--- config.mk ---
export PLATFORM = sky130hd
export DESIGN_NAME = hc595_chain_driver
export DESIGN_NICKNAME = d
export VERILOG_FILES = /design/src/rtl/hc595_chain_driver.sv
export SDC_FILE = /design/constraint.sdc
export NUM_CORES = 1
export LEC_CHECK = 0
export CORE_MARGIN = 4
export CORE_UTILIZATION = 35
export CTS_CLUSTER_DIAMETER = 80
export DETAILED_ROUTE_END_ITERATION = 16
export PLACE_DENSITY = 0.67
export SLEW_MARGIN = 15
export SYNTH_ARGS = -nofsm -noshare
export SYNTH_HDL_FRONTEND = slang
export SYNTH_SLANG_ARGS = --single-unit
--- constraint.sdc ---
create_clock -name s_clk -period 5.2 [get_ports s_clk]
set_input_delay 1.3 -clock s_clk [delete_from_list [all_inputs] [get_ports s_clk]]
set_output_delay 1.3 -clock s_clk [all_outputs]
set_load 0.01 [all_outputs]
--- src/rtl/hc595_chain_driver.sv ---
// Serial front end for a daisy chain of N_BYTES 74HC595s: shifts a W-bit frame, pulses RCLK, enables outputs.
// Optional read-back check of QH' against the previous frame when HC595_LOOPBACK_EN is defined.
module hc595_chain_driver #(
  parameter int N_BYTES   = 2,
  parameter int CLK_DIV   = 2,
  parameter int MSB_FIRST = 1,
  localparam int W        = 8 * N_BYTES
) (
  input  logic         s_clk,
  input  logic         s_reset,
  input  logic [W-1:0] data_in,
  input  logic         in_valid,
  output logic         in_ready,
  output logic         busy,
  output logic         ser_out,
  output logic         srclk_out,
  output logic         rclk_out,
  output logic         oe_n_out,
  output logic         done_pulse
`ifdef HC595_LOOPBACK_EN
  ,
  input  logic         ser_in,
  output logic         loop_err
`endif
);
  localparam int BW = $clog2(W + 1);
  localparam int DW = $clog2(CLK_DIV + 1);

  typedef enum logic [1:0] {IDLE, SH_LO, SH_HI, LATCH} state_t;

  state_t         state_q, state_d;
  logic [DW-1:0]  div_cnt;
  logic [BW-1:0]  bit_cnt;
  logic [W-1:0]   sr_q;
  logic           div_last, accept, last_bit;

  // Bit that goes out next, and the register after one bit has left.
  function automatic logic head_bit(input logic [W-1:0] v);
    return (MSB_FIRST != 0) ? v[W-1] : v[0];
  endfunction

  function automatic logic [W-1:0] shift_w(input logic [W-1:0] v);
    return (MSB_FIRST != 0) ? {v[W-2:0], 1'b0} : {1'b0, v[W-1:1]};
  endfunction

  assign div_last = (div_cnt == DW'(1));
  assign in_ready = (state_q == IDLE);
  assign accept   = in_valid && in_ready;
  assign last_bit = (bit_cnt == BW'(1));

  always_ff @(posedge s_clk or posedge s_reset) begin
    if (s_reset) state_q <= IDLE;
    else         state_q <= state_d;
  end

  always_comb begin
    state_d = state_q;
    case (state_q)
      IDLE:  if (accept)   state_d = SH_LO;
      SH_LO: if (div_last) state_d = SH_HI;
      SH_HI: if (div_last) state_d = last_bit ? LATCH : SH_LO;
      LATCH: if (div_last) state_d = IDLE;
      default:             state_d = IDLE;
    endcase
  end

  always_ff @(posedge s_clk or posedge s_reset) begin
    if (s_reset) begin
      div_cnt    <= DW'(CLK_DIV);
      bit_cnt    <= '0;
      sr_q       <= '0;
      ser_out    <= 1'b0;
      srclk_out  <= 1'b0;
      rclk_out   <= 1'b0;
      oe_n_out   <= 1'b1;
      done_pulse <= 1'b0;
      busy       <= 1'b0;
    end else begin
      done_pulse <= 1'b0;
      // Divider reloads on every state change so each state lasts CLK_DIV cycles.
      if (state_d != state_q) div_cnt <= DW'(CLK_DIV);
      else if (!div_last)     div_cnt <= div_cnt - DW'(1);
      case (state_q)
        IDLE: if (accept) begin
          sr_q    <= data_in;
          bit_cnt <= BW'(W);
          ser_out <= head_bit(data_in);
          busy    <= 1'b1;
        end
        SH_LO: if (div_last) srclk_out <= 1'b1;
        SH_HI: if (div_last) begin
          srclk_out <= 1'b0;
          bit_cnt   <= bit_cnt - BW'(1);
          if (!last_bit) begin
            sr_q    <= shift_w(sr_q);
            ser_out <= head_bit(shift_w(sr_q));
          end else begin
            rclk_out <= 1'b1;
          end
        end
        LATCH: if (div_last) begin
          rclk_out   <= 1'b0;
          oe_n_out   <= 1'b0;
          done_pulse <= 1'b1;
          busy       <= 1'b0;
        end
        default: ;
      endcase
    end
  end

`ifdef HC595_LOOPBACK_EN
  // cmp_q walks the previous frame in send order; QH' of the last device should replay it.
  logic [W-1:0] prev_q, cmp_q;
  logic         have_prev, chk_q, mis_q;

  always_ff @(posedge s_clk or posedge s_reset) begin
    if (s_reset) begin
      prev_q    <= '0;
      cmp_q     <= '0;
      have_prev <= 1'b0;
      chk_q     <= 1'b0;
      mis_q     <= 1'b0;
      loop_err  <= 1'b0;
    end else begin
      case (state_q)
        IDLE: if (accept) begin
          prev_q <= data_in;
          cmp_q  <= prev_q;
          chk_q  <= have_prev;
          mis_q  <= 1'b0;
        end
        SH_LO: if (div_last && (ser_in != head_bit(cmp_q))) mis_q <= 1'b1;
        SH_HI: if (div_last && !last_bit) cmp_q <= shift_w(cmp_q);
        LATCH: if (div_last) begin
          loop_err  <= chk_q & mis_q;
          have_prev <= 1'b1;
        end
        default: ;
      endcase
    end
  end
`endif

endmodule
==> reports/qor.txt <==
Status: finished clean
Leak Pwr: 0.834 nW
Ports: 26
R2R setup slack: 3010 ps
Register area share after synthesis: 46.0%
Final Hold Slack: 488 ps
GRT Util Overall: 11.7%
Final setup fails: 0
First-pass GRT wire length: 5510 um
Synth Register Bits: 30
Worst Path Max Fanout: 7
Slowest-stage cell, CP: clkdlybuf4s50_1
Initial core utilization: 36.9%
Worst Setup SP: state_q[1]
Vias: 1225
Final Max Tran Viols: 0
Path depth of the worst reg2reg path: 8
Vias per Instance: 5.04
Ys flop type: dfrtp_1
Total CTS buffers: 5
CP top delay family: buffers and inverters
Post-Synthesis Cells: 163
Core Region: 0.00444 mm2
Non-filler instance count after layout: 243
RSZ-0062 raised after global routing: false
Synth area leaders: dfrtp_1 43%, mux2i_1 9.8%, a21oi_1 6.1%
Crit path launch type: flip-flop
Syn avg cell area: 10.1 um2
Crit Path Class: flip-flop to output pin
Drt total wl: 3200 um
Min-delay src: oe_n_out
Pre-antenna DRT Iters: 4
CTS tree: yes
Area leader, netlist: dfrtp_1
Relative slew slack: 61.7%
Clock Path Buffers: 2
Syn nets: 190
Hpwl dp: 2220 um
Initial antenna violation count: 0
Power per standard cell area: 628 mW/mm2
Antenna viol nets, final: 0
Maximum number of pins on one net before global-route repair: 33
Residual overflow from global routing: 0
Total Power: 1.31 mW
Hold Crit Depth: 1
Setup TNS: 0 ps
Final Hold Vio Count: 0
IO buf count: 25
Placer Congestion: 0.793
Post-CTS setup buffer count: 0
Root Buffer: clkbuf_8
Synth cell types: 36
CTS-repair resized insts: 0
Worst skew pair latency: 280 ps
CP bufs+invs: 2
Fmax: 0.322 GHz
FILL cells: 410
DRC Markers: 0
Die Wd: 76.4 um
CTS H-tree depth: 2
Fin crit share: 59.7%
Clock-pin slew on the worst setup and hold paths: 70 ps
Placed cells: 235
Share of cells above drive strength 1: 10.5%
Worst r2r src: state_q[0]
Reg2reg end: sr_q[0]
Top-area cell type share of the netlist area: 42.7%
Clock Skews: 10.3 ps
Worst vdd ir: 0.000295 V
Chip height: 76.4 um
Area delta synth->final: 26.8%
Cell Chain, Critical Path: inv_1 -> ha_1 -> clkdlybuf4s50_1
Post-synthesis async set-or-reset flop share: 100%
Most instantiated library cell after synthesis: dfrtp_1
CTS Sinks: 30
Post-Syn Area: 0.00164 mm2
# rows: 24
Synth top cells by count: 28 x dfrtp_1, 23 x nor2_1, 20 x a21oi_1
Worst Hold Path EP: oe_n_out
Worst hold path class: flip-flop to flip-flop
Post-synth EDFFs: 0
Nets: 217
Worst Path Arrival: 1800 ps
Die Area: 0.00584 mm2
Number of global-route vias before repair: 1244
Iteration-0 DRC Markers: 62
ANT cells: 0
Min Tclk post-route: 3100 ps
Max-cap violations: 0
Warnings, synthesis: 0
Critical path capture point type: output pin
Routed len/inst: 13.2 um
Critical path required time: 3900 ps
Slowest stage delay, CP: 590 ps
Worst-margin pin slew: 575 ps
Cts hold-fix bufs: 0
==> logic make-up (layout without fill, tap and decap cells) <==
family	Yosys count	after routing	synth area share (%)
xor gates and xnor gates	4	4	2.14
and+or+nand+nor	46	46	14.1
muxes	17	17	10.5
buffers and inverters	17	45	4.58
adders and majority gates	8	8	6.11
DFF	30	30	46.0
AOI/OAI and AO/OA	41	41	16.6
==> metal layers <==
layer / vias to the layer above / share of wire (%) / global-route usage, %
met2: 29 / 45 / 18.0
met5: - / 0 / 0
li1: 618 / - / -
met3: 8 / 4.8 / 3.31
met4: 0 / 2.3 / 6.16
met1: 570 / 48 / 15.0
==> worst max-delay path by stage <==
stage,depth (start not counted),slack (ps),endpoint
after floorplan,4,3040,ser_out
after global placement,6,2380,sr_q[5]
after detailed placement,6,2340,sr_q[13]
after CTS,3,2100,in_ready
after global routing,3,2040,in_ready
final,3,2100,in_ready
==> power breakdown <==
part	switching [mW]	internal [mW]	total, mW
Combinational	0.336	0.263	0.600
Clock	0.0904	0.204	0.295
Sequential	0.0713	0.340	0.411
==> sequential cells by signal, summed over array words and instances, names as in the netlist, 2 cells and up <==
signal and flops:
sr_q 15, div_cnt 2, state_q 2, bit_cnt 5
==> worst register-to-register path: cells and delay by family (launching register included) <==
kind | cells | cell delay [ps]
flops | 1 | 450
fa+ha+maj | 1 | 270
simple gates | 2 | 430
compound gates | 2 | 120
buf+inv | 3 | 800
==> layout make-up <==
cell class | count | area [um2] | area share [%]
multi-input combinational | 116 | 811 | 39.0
sequential | 30 | 753 | 36.2
timing repair buffer | 28 | 273 | 13.1
clock buffer | 6 | 82.6 | 3.97
tap | 52 | 65.1 | 3.13
clock inverter | 2 | 60.1 | 2.89
inverter | 9 | 33.8 | 1.63
==> cell usage in the layout, fill, tap and decap left out, types with 2 or more instances in the layout <==
cell type        Yosys  routed
o21ai_0              9       9
ha_1                 8       8
bufinv_16            0       2
mux2i_1             16      16
a21oi_1             20      20
dfrtp_1             28      28
nor2_1              23      23
nand2b_1             2       2
clkdlybuf4s50_1      0      25
clkbuf_8             0       6
nor2b_1              3       3
nand3_1              5       5
buf_4                2       3
xor2_1               3       3
inv_1                9       9
o31ai_1              3       3
nand2_1              3       3
dfstp_2              2       2
nor3_1               4       4
==> per-stage QoR <==
step / area [um2] / utilization [%] / setup WS [ps]
6_report: 2080 / 46.8 / 2100
5_1_grt: 2080 / 46.8 / 2040
4_1_cts: 2080 / 46.8 / 2100
3_5_place_dp: 1940 / 43.6 / 2340
3_3_place_gp: 1940 / 43.6 / 2380
2_1_floorplan: 1640 / - / 3040
(Power assumes the default switching activity.)
